File: src/rtl/aerin_tx_if.sv
// Push port and AER bus of the address-event transmitter.
// master = transmitter side, slave = event source plus the AER receiver.
interface aerin_tx_if #(
    parameter int ADDR_W = 17
) ();
    logic              in_valid;
    logic [ADDR_W-1:0] in_addr;
    logic              in_ready;
    logic [ADDR_W-1:0] AERIN_ADDR;
    logic              AERIN_REQ;
    logic              AERIN_ACK;

    modport master (
        input  in_valid, in_addr, AERIN_ACK,
        output in_ready, AERIN_ADDR, AERIN_REQ
    );

    modport slave (
        output in_valid, in_addr, AERIN_ACK,
        input  in_ready, AERIN_ADDR, AERIN_REQ
    );
endinterface

File: src/rtl/aerin_tx.sv
// Buffered AER transmitter: FIFO of events serialised onto a four-phase
// REQ/ACK bus with ACK synchroniser, inter-event gap and handshake timeout.
module aerin_tx #(
    parameter int ADDR_W      = 17,
    parameter int DEPTH       = 16,
    parameter int SYNC_STAGES = 2,
    parameter int GAP_CYCLES  = 2,
    parameter int TIMEOUT     = 255
) (
    input  logic                   clk,
    input  logic                   rst,
    aerin_tx_if.master             bus,
    output logic [$clog2(DEPTH):0] fifo_count,
    output logic                   busy,
    output logic                   timeout_err,
    input  logic                   clr_err,
    output logic [15:0]            sent_count
);
    localparam int AW = $clog2(DEPTH);
    localparam int TW = (TIMEOUT > 0) ? $clog2(TIMEOUT + 1) : 1;
    localparam int GW = (GAP_CYCLES > 1) ? $clog2(GAP_CYCLES) : 1;
    localparam logic [TW-1:0] TO_LAST  = TW'(TIMEOUT);
    localparam logic [GW-1:0] GAP_LAST = (GAP_CYCLES > 0) ? GW'(GAP_CYCLES - 1) : '0;

    typedef enum logic [2:0] {S_IDLE, S_SETUP, S_REQ_HI, S_REQ_LO, S_GAP} state_t;
    state_t r_state, w_next;

    logic [ADDR_W-1:0] r_mem [DEPTH];
    logic [AW:0]       r_wp, r_rp;
    logic [ADDR_W-1:0] r_addr;
    logic              r_req;
    logic [TW-1:0]     r_to_cnt;
    logic [GW-1:0]     r_gap_cnt;
    logic [15:0]       r_sent;
    logic              r_err;

    logic w_empty, w_full, w_push, w_ack_s, w_to_hit, w_gap_done, w_start;
    logic w_pop, w_req_set, w_req_clr, w_cnt_clr, w_cnt_inc, w_sent_inc, w_err_set, w_gap_clr;

    // Extra pointer MSB distinguishes full from empty when the indices match.
    assign w_empty = (r_wp == r_rp);
    assign w_full  = (r_wp[AW] != r_rp[AW]) && (r_wp[AW-1:0] == r_rp[AW-1:0]);
    assign w_push  = bus.in_valid && !w_full;

    always_ff @(posedge clk) begin
        if (w_push) r_mem[r_wp[AW-1:0]] <= bus.in_addr;
    end

    always_ff @(posedge clk) begin
        if (rst) begin
            r_wp <= '0;
            r_rp <= '0;
        end else begin
            if (w_push) r_wp <= r_wp + 1'b1;
            if (w_pop)  r_rp <= r_rp + 1'b1;
        end
    end

    generate
        if (SYNC_STAGES == 0) begin : g_raw
            assign w_ack_s = bus.AERIN_ACK;
        end else begin : g_sync
            logic [SYNC_STAGES-1:0] r_sync;
            always_ff @(posedge clk) begin
                if (rst) r_sync <= '0;
                else     r_sync <= (r_sync << 1) | SYNC_STAGES'(bus.AERIN_ACK);
            end
            assign w_ack_s = r_sync[SYNC_STAGES-1];
        end
    endgenerate

    assign w_to_hit   = (TIMEOUT != 0) && (r_to_cnt == TO_LAST);
    assign w_gap_done = (GAP_CYCLES == 0) || (r_gap_cnt == GAP_LAST);
    assign w_start    = !w_empty && !w_ack_s;

    always_ff @(posedge clk) begin
        if (rst) r_state <= S_IDLE;
        else     r_state <= w_next;
    end

    always_comb begin
        w_next     = r_state;
        w_pop      = 1'b0;
        w_req_set  = 1'b0;
        w_req_clr  = 1'b0;
        w_cnt_clr  = 1'b0;
        w_cnt_inc  = 1'b0;
        w_sent_inc = 1'b0;
        w_err_set  = 1'b0;
        w_gap_clr  = 1'b0;
        case (r_state)
            S_IDLE: if (w_start) begin
                w_next = S_SETUP;
                w_pop  = 1'b1;
            end
            S_SETUP: begin
                w_next    = S_REQ_HI;
                w_req_set = 1'b1;
                w_cnt_clr = 1'b1;
            end
            S_REQ_HI: begin
                if (w_ack_s) begin
                    w_next    = S_REQ_LO;
                    w_req_clr = 1'b1;
                    w_cnt_clr = 1'b1;
                end else if (w_to_hit) begin
                    w_next    = S_GAP;
                    w_req_clr = 1'b1;
                    w_err_set = 1'b1;
                    w_gap_clr = 1'b1;
                end else begin
                    w_cnt_inc = 1'b1;
                end
            end
            S_REQ_LO: begin
                if (!w_ack_s) begin
                    w_next     = S_GAP;
                    w_sent_inc = 1'b1;
                    w_gap_clr  = 1'b1;
                end else if (w_to_hit) begin
                    w_next    = S_GAP;
                    w_err_set = 1'b1;
                    w_gap_clr = 1'b1;
                end else begin
                    w_cnt_inc = 1'b1;
                end
            end
            S_GAP: begin
                // A receiver still holding ACK keeps us here regardless of the gap count.
                if (!w_ack_s && w_gap_done) begin
                    if (w_start) begin
                        w_next = S_SETUP;
                        w_pop  = 1'b1;
                    end else begin
                        w_next = S_IDLE;
                    end
                end
            end
            default: w_next = S_IDLE;
        endcase
    end

    always_ff @(posedge clk) begin
        if (rst) begin
            r_addr    <= '0;
            r_req     <= 1'b0;
            r_to_cnt  <= '0;
            r_gap_cnt <= '0;
            r_sent    <= '0;
            r_err     <= 1'b0;
        end else begin
            if (w_pop) r_addr <= r_mem[r_rp[AW-1:0]];
            if (w_req_set)      r_req <= 1'b1;
            else if (w_req_clr) r_req <= 1'b0;
            if (w_cnt_clr)      r_to_cnt <= '0;
            else if (w_cnt_inc) r_to_cnt <= r_to_cnt + 1'b1;
            if (w_gap_clr)                          r_gap_cnt <= '0;
            else if (r_state == S_GAP && !w_gap_done) r_gap_cnt <= r_gap_cnt + 1'b1;
            if (w_sent_inc) r_sent <= r_sent + 16'd1;
            if (w_err_set)    r_err <= 1'b1;
            else if (clr_err) r_err <= 1'b0;
        end
    end

    assign bus.in_ready   = !w_full;
    assign bus.AERIN_ADDR = r_addr;
    assign bus.AERIN_REQ  = r_req;
    assign fifo_count     = r_wp - r_rp;
    assign busy           = (r_state != S_IDLE) || !w_empty;
    assign timeout_err    = r_err;
    assign sent_count     = r_sent;
endmodule

File: src/flat_wrapper.sv
// flat-port wrapper written by rule: the top's interface ports become plain ports
module aerin_tx_flat 
#(
    parameter int ADDR_W      = 17,
    parameter int DEPTH       = 16,
    parameter int SYNC_STAGES = 2,
    parameter int GAP_CYCLES  = 2,
    parameter int TIMEOUT     = 255
)
  (clk, rst, fifo_count, busy, timeout_err, clr_err, sent_count, bus_in_valid, bus_in_addr, bus_AERIN_ACK, bus_in_ready, bus_AERIN_ADDR, bus_AERIN_REQ);
  aerin_tx_if #(.ADDR_W(ADDR_W)) bus_i ();
  input  logic clk;
  input  logic rst;
  output logic [$clog2(DEPTH):0] fifo_count;
  output logic busy;
  output logic timeout_err;
  input  logic clr_err;
  output logic [15:0] sent_count;
  input wire logic [$bits(bus_i.in_valid)-1:0] bus_in_valid;
  input wire logic [$bits(bus_i.in_addr)-1:0] bus_in_addr;
  input wire logic [$bits(bus_i.AERIN_ACK)-1:0] bus_AERIN_ACK;
  output wire logic [$bits(bus_i.in_ready)-1:0] bus_in_ready;
  output wire logic [$bits(bus_i.AERIN_ADDR)-1:0] bus_AERIN_ADDR;
  output wire logic [$bits(bus_i.AERIN_REQ)-1:0] bus_AERIN_REQ;
  assign bus_i.in_valid = bus_in_valid;
  assign bus_i.in_addr = bus_in_addr;
  assign bus_i.AERIN_ACK = bus_AERIN_ACK;
  assign bus_in_ready = bus_i.in_ready;
  assign bus_AERIN_ADDR = bus_i.AERIN_ADDR;
  assign bus_AERIN_REQ = bus_i.AERIN_REQ;
  aerin_tx #(.ADDR_W(ADDR_W), .DEPTH(DEPTH), .SYNC_STAGES(SYNC_STAGES), .GAP_CYCLES(GAP_CYCLES), .TIMEOUT(TIMEOUT)) u_core (.clk(clk), .rst(rst), .bus(bus_i), .fifo_count(fifo_count), .busy(busy), .timeout_err(timeout_err), .clr_err(clr_err), .sent_count(sent_count));
endmodule
File: config.mk
export PLATFORM = sky130hd
export DESIGN_NAME = aerin_tx_flat
export DESIGN_NICKNAME = d
export VERILOG_FILES = /design/src/rtl/aerin_tx_if.sv /design/src/rtl/aerin_tx.sv /design/src/flat_wrapper.sv
export SDC_FILE = /design/constraint.sdc
export NUM_CORES = 1
export LEC_CHECK = 0
export CAP_MARGIN = 20
export CORE_MARGIN = 2
export CORE_UTILIZATION = 54
export CTS_CLUSTER_SIZE = 25
export DETAILED_ROUTE_END_ITERATION = 6
export HOLD_SLACK_MARGIN = 0.15
export PLACE_DENSITY = 0.84
export RECOVER_POWER = 100
export SYNTH_ARGS = -nofsm -noshare
export SYNTH_HDL_FRONTEND = slang
export SYNTH_SLANG_ARGS = --single-unit
File: constraint.sdc
create_clock -name clk -period 4.2 [get_ports clk]
set_clock_uncertainty 0.15 [all_clocks]
set_input_delay 1.05 -clock clk [delete_from_list [all_inputs] [get_ports clk]]
set_output_delay 1.05 -clock clk [all_outputs]
set_load 0.01 [all_outputs]
==> results.tsv <==
stage	metric	value	unit
die	die area	25450	µm²
placement	dpl hpwl	16.82	mm
global_route	total gr overflow	0	
layout	Layout area overhead	16.23	%
logic_synthesis	sequential-to-total area share from yosys stat	71.56	%
layout	nets	924	
global_route	vias in the first global route	7790	
sta	final setup fails	0	
route	# DRC	0	
die	overall die height	159.5	µm
power	leakage	4.953	nW
clocking	post-CTS sizing	0	
route	wirelength, routed	29.89	mm
die	core area	23610	µm²
logic_synthesis	mapped cell area	13070	µm²
clocking	number of buffers created by CTS	34	
sta	Fmax achieved	0.2524	GHz
route	Antenna Nets Post-Route	0	
die	Top Ports	64	
job	maxcap violations	3	
sta	hold_ws	0.3032	ns
layout	most frequent cells in the layout	edfxtp_1 (272), mux2i_1 (69), dlygate4sd3_1 (59)	
sta	final worst slack	0.2374	ns
route	drt initial violations	856	
layout	most common cell after layout, fill and taps aside	edfxtp_1	
clocking	depth of the CTS H-tree	2	
layout	Filler Cells Inserted	1657	
global_route	global-route wire length before repair	45.75	mm
die	row count	56	
logic_synthesis	Main synth FF type	edfxtp_1	
sta	RSZ-0062 raised after global routing	false	
logic_synthesis	Mapped Avg Cell Area	16.19	µm²
power	pwr dens	557.5	nW/µm²
critical_path	CP endpoint kind	primary output	
route	Avg Vias per Cell	6.223	
clocking	Clock Sinks	331	
outcome	failing checks	max-capacitance violations, max-slew violations	
die	Initial Util	55.33	%
logic_synthesis	Seq cells post-synth	331	
sta	Slew @ Worst Pin	1.762	ns
logic_synthesis	Synth Instances	807	
power	Peak VDD IR	382.7	µV
layout	fin cells	1235	
global_route	pin count of the biggest net entering global routing	45	
critical_path	worst path required time	3.00	ns
critical_path	CP arrival	2.76	ns
logic_synthesis	EDFF count, synth	272	
logic_synthesis	synth unique cells	56	
sta	post-route clock period utilization	94.35	%
route	WL per Instance	24.21	µm
clocking	clk root buf	clkbuf_16	
clocking	worst-case clock buffer depth	3	
logic_synthesis	async set-reset flop share out of synthesis	0	%
sta	setup TNS	0	ns
die	Die Span X	159.5	µm
outcome	status	finished with violations	
sta	Slew headroom	-17.45	%
global_route	initial antenna violation count	1	
sta	Slew Limit Fails	79	
layout	layout cells sized above 1	12.13	%
critical_path	critical path fanouts, max	10	
placement	DP Area	14140	µm²
placement	number of I/O port buffers	63	
global_route	GRT Total Usage	23.65	%
placement	routability cong.	0.7432	
clocking	CTS tree	yes	
sta	fin crit period	3.963	ns
layout	Final Instance Area	15190	µm²
placement	placed cells	1173	
logic_synthesis	Syn Nets	841	
clocking	Worst-Skew Late Latency	0.52	ns
clocking	# hold bufs at CTS	0	
clocking	Worst-path clk slew	0.06	ns
placement	post-place setup slack	0.7519	ns
critical_path	startpoint types	flip-flop	
route	routed via count	7685	
sta	Hold Fails Final Rpt	0	
route	total iterations of the first detailed-routing run	5	
logic_synthesis	YS warnings	0	
worst_hold_path	worst hold path type	flip-flop to flip-flop	
clocking	# Post-CTS Setup Buffers	0	
critical_path	CP Class	flip-flop to primary output	
synth_stat cells, types with 3 or more instances:
library cell  instances  area [µm²]
and4_1                3       26.28
dfxtp_1              59        1181
mux4_2               34       765.7
xor2_1               10       87.58
nor2_1               45       168.9
a22o_1               15       131.4
and3_1               12       75.07
nor2b_1               9       56.30
o31ai_1               5       37.54
nor4b_1               4       35.03
clkbuf_1             24       90.09
buf_1                 3       11.26
a21oi_1              22       110.1
nand2_1              15       56.30
nand2b_1              3       18.77
o21ai_0               7       35.03
o22ai_1              32       200.2
mux2i_1              69       690.7
o211ai_1              6       45.04
nor4_1               18       112.6
a311oi_1              3       26.28
xnor2_1              11       96.34
or3_1                 6       37.54
inv_1                18       67.56
edfxtp_1            272        8168
nor3_1               20       100.1
buf_2                15       75.07
nand4_1               5       31.28
ha_1                 11       137.6
nand3_1              16       80.08
or4_1                 4       30.03
registers in the layout, summed over array words and instances, names as in the netlist, 2 cells and up:
register               flops
u_core.bus.AERIN_ADDR     17
u_core.g_sync.r_sync       2
u_core.r_mem             272
u_core.r_rp                5
u_core.r_state             3
u_core.r_to_cnt            8
u_core.r_wp                5
u_core.sent_count         16
cells by family (layout without fill, tap and decap cells):
logic type / after synthesis / in the layout / share of synthesized area [%]
flops: 331 / 331 / 71.56
compound gates: 106 / 106 / 5.459
xor+xnor: 21 / 21 / 1.408
buf+inv: 61 / 169 / 1.954
other cells: 0 / 1 / 0
mux: 107 / 107 / 11.49
simple gates: 169 / 169 / 6.924
fa+ha+maj: 12 / 12 / 1.207
worst paths after layout:
path	cells past startpoint	to	slack (ns)	start
hold reg to reg	1	u_core.g_sync.r_sync[1]$_SDFF_PP0_	0.30	u_core.g_sync.r_sync[0]$_SDFF_PP0_
setup reg to reg	5	u_core.r_mem[2][14]$_DFFE_PP_	0.38	u_core.r_wp[3]$_SDFFE_PP0P_
hold / removal	1	u_core.g_sync.r_sync[1]$_SDFF_PP0_	0.30	u_core.g_sync.r_sync[0]$_SDFF_PP0_
setup / recovery	6	busy	0.24	u_core.r_rp[3]$_SDFFE_PP0P_
final cells by class:
class | count | area (µm²) | area share [%]
sequential | 331 | 9355 | 61.61
multi-input combinational | 415 | 3478 | 22.91
clock buffer | 47 | 930.9 | 6.130
timing repair buffer | 90 | 765.7 | 5.042
tap | 319 | 399.1 | 2.628
clock inverter | 14 | 186.4 | 1.228
inverter | 18 | 67.56 | 0.4449
antenna | 1 | 2.502 | 0.01648
where the power goes:
group / internal, W / switching, W
registers: 0.00367 / 0.0000755
logic: 0.000742 / 0.000949
clock network: 0.00181 / 0.00122
total: 0.00622 / 0.00225
stage by stage:
step                power (W)  util (%)
floorplan            0.004962         -
global placement     0.005491     59.88
detailed placement   0.005536     59.88
CTS                  0.008564     64.61
global route         0.008789     64.31
finish               0.008467     64.31
routing by layer:
| layer | part of all wire (%) | vias to the layer above | global-route usage [%] |
|---|---|---|---|
| met5 | 0 | - | 0 |
| met4 | 3.7 | 0 | 9.545 |
| met3 | 7.8 | 91 | 4.532 |
| met2 | 50 | 380 | 40.44 |
| met1 | 38 | 3854 | 29.90 |
| li1 | - | 3360 | - |
worst max-delay path: stages, from the launching register on:
cell and delay, ns:
dfxtp_1 0.49, inv_1 0.14, ha_1 0.36, nand4_1 0.34, nor2_1 0.22, nand3_1 0.10
dlygate4sd3_1 0.61
Note: power is estimated with default switching activity, not from simulation.
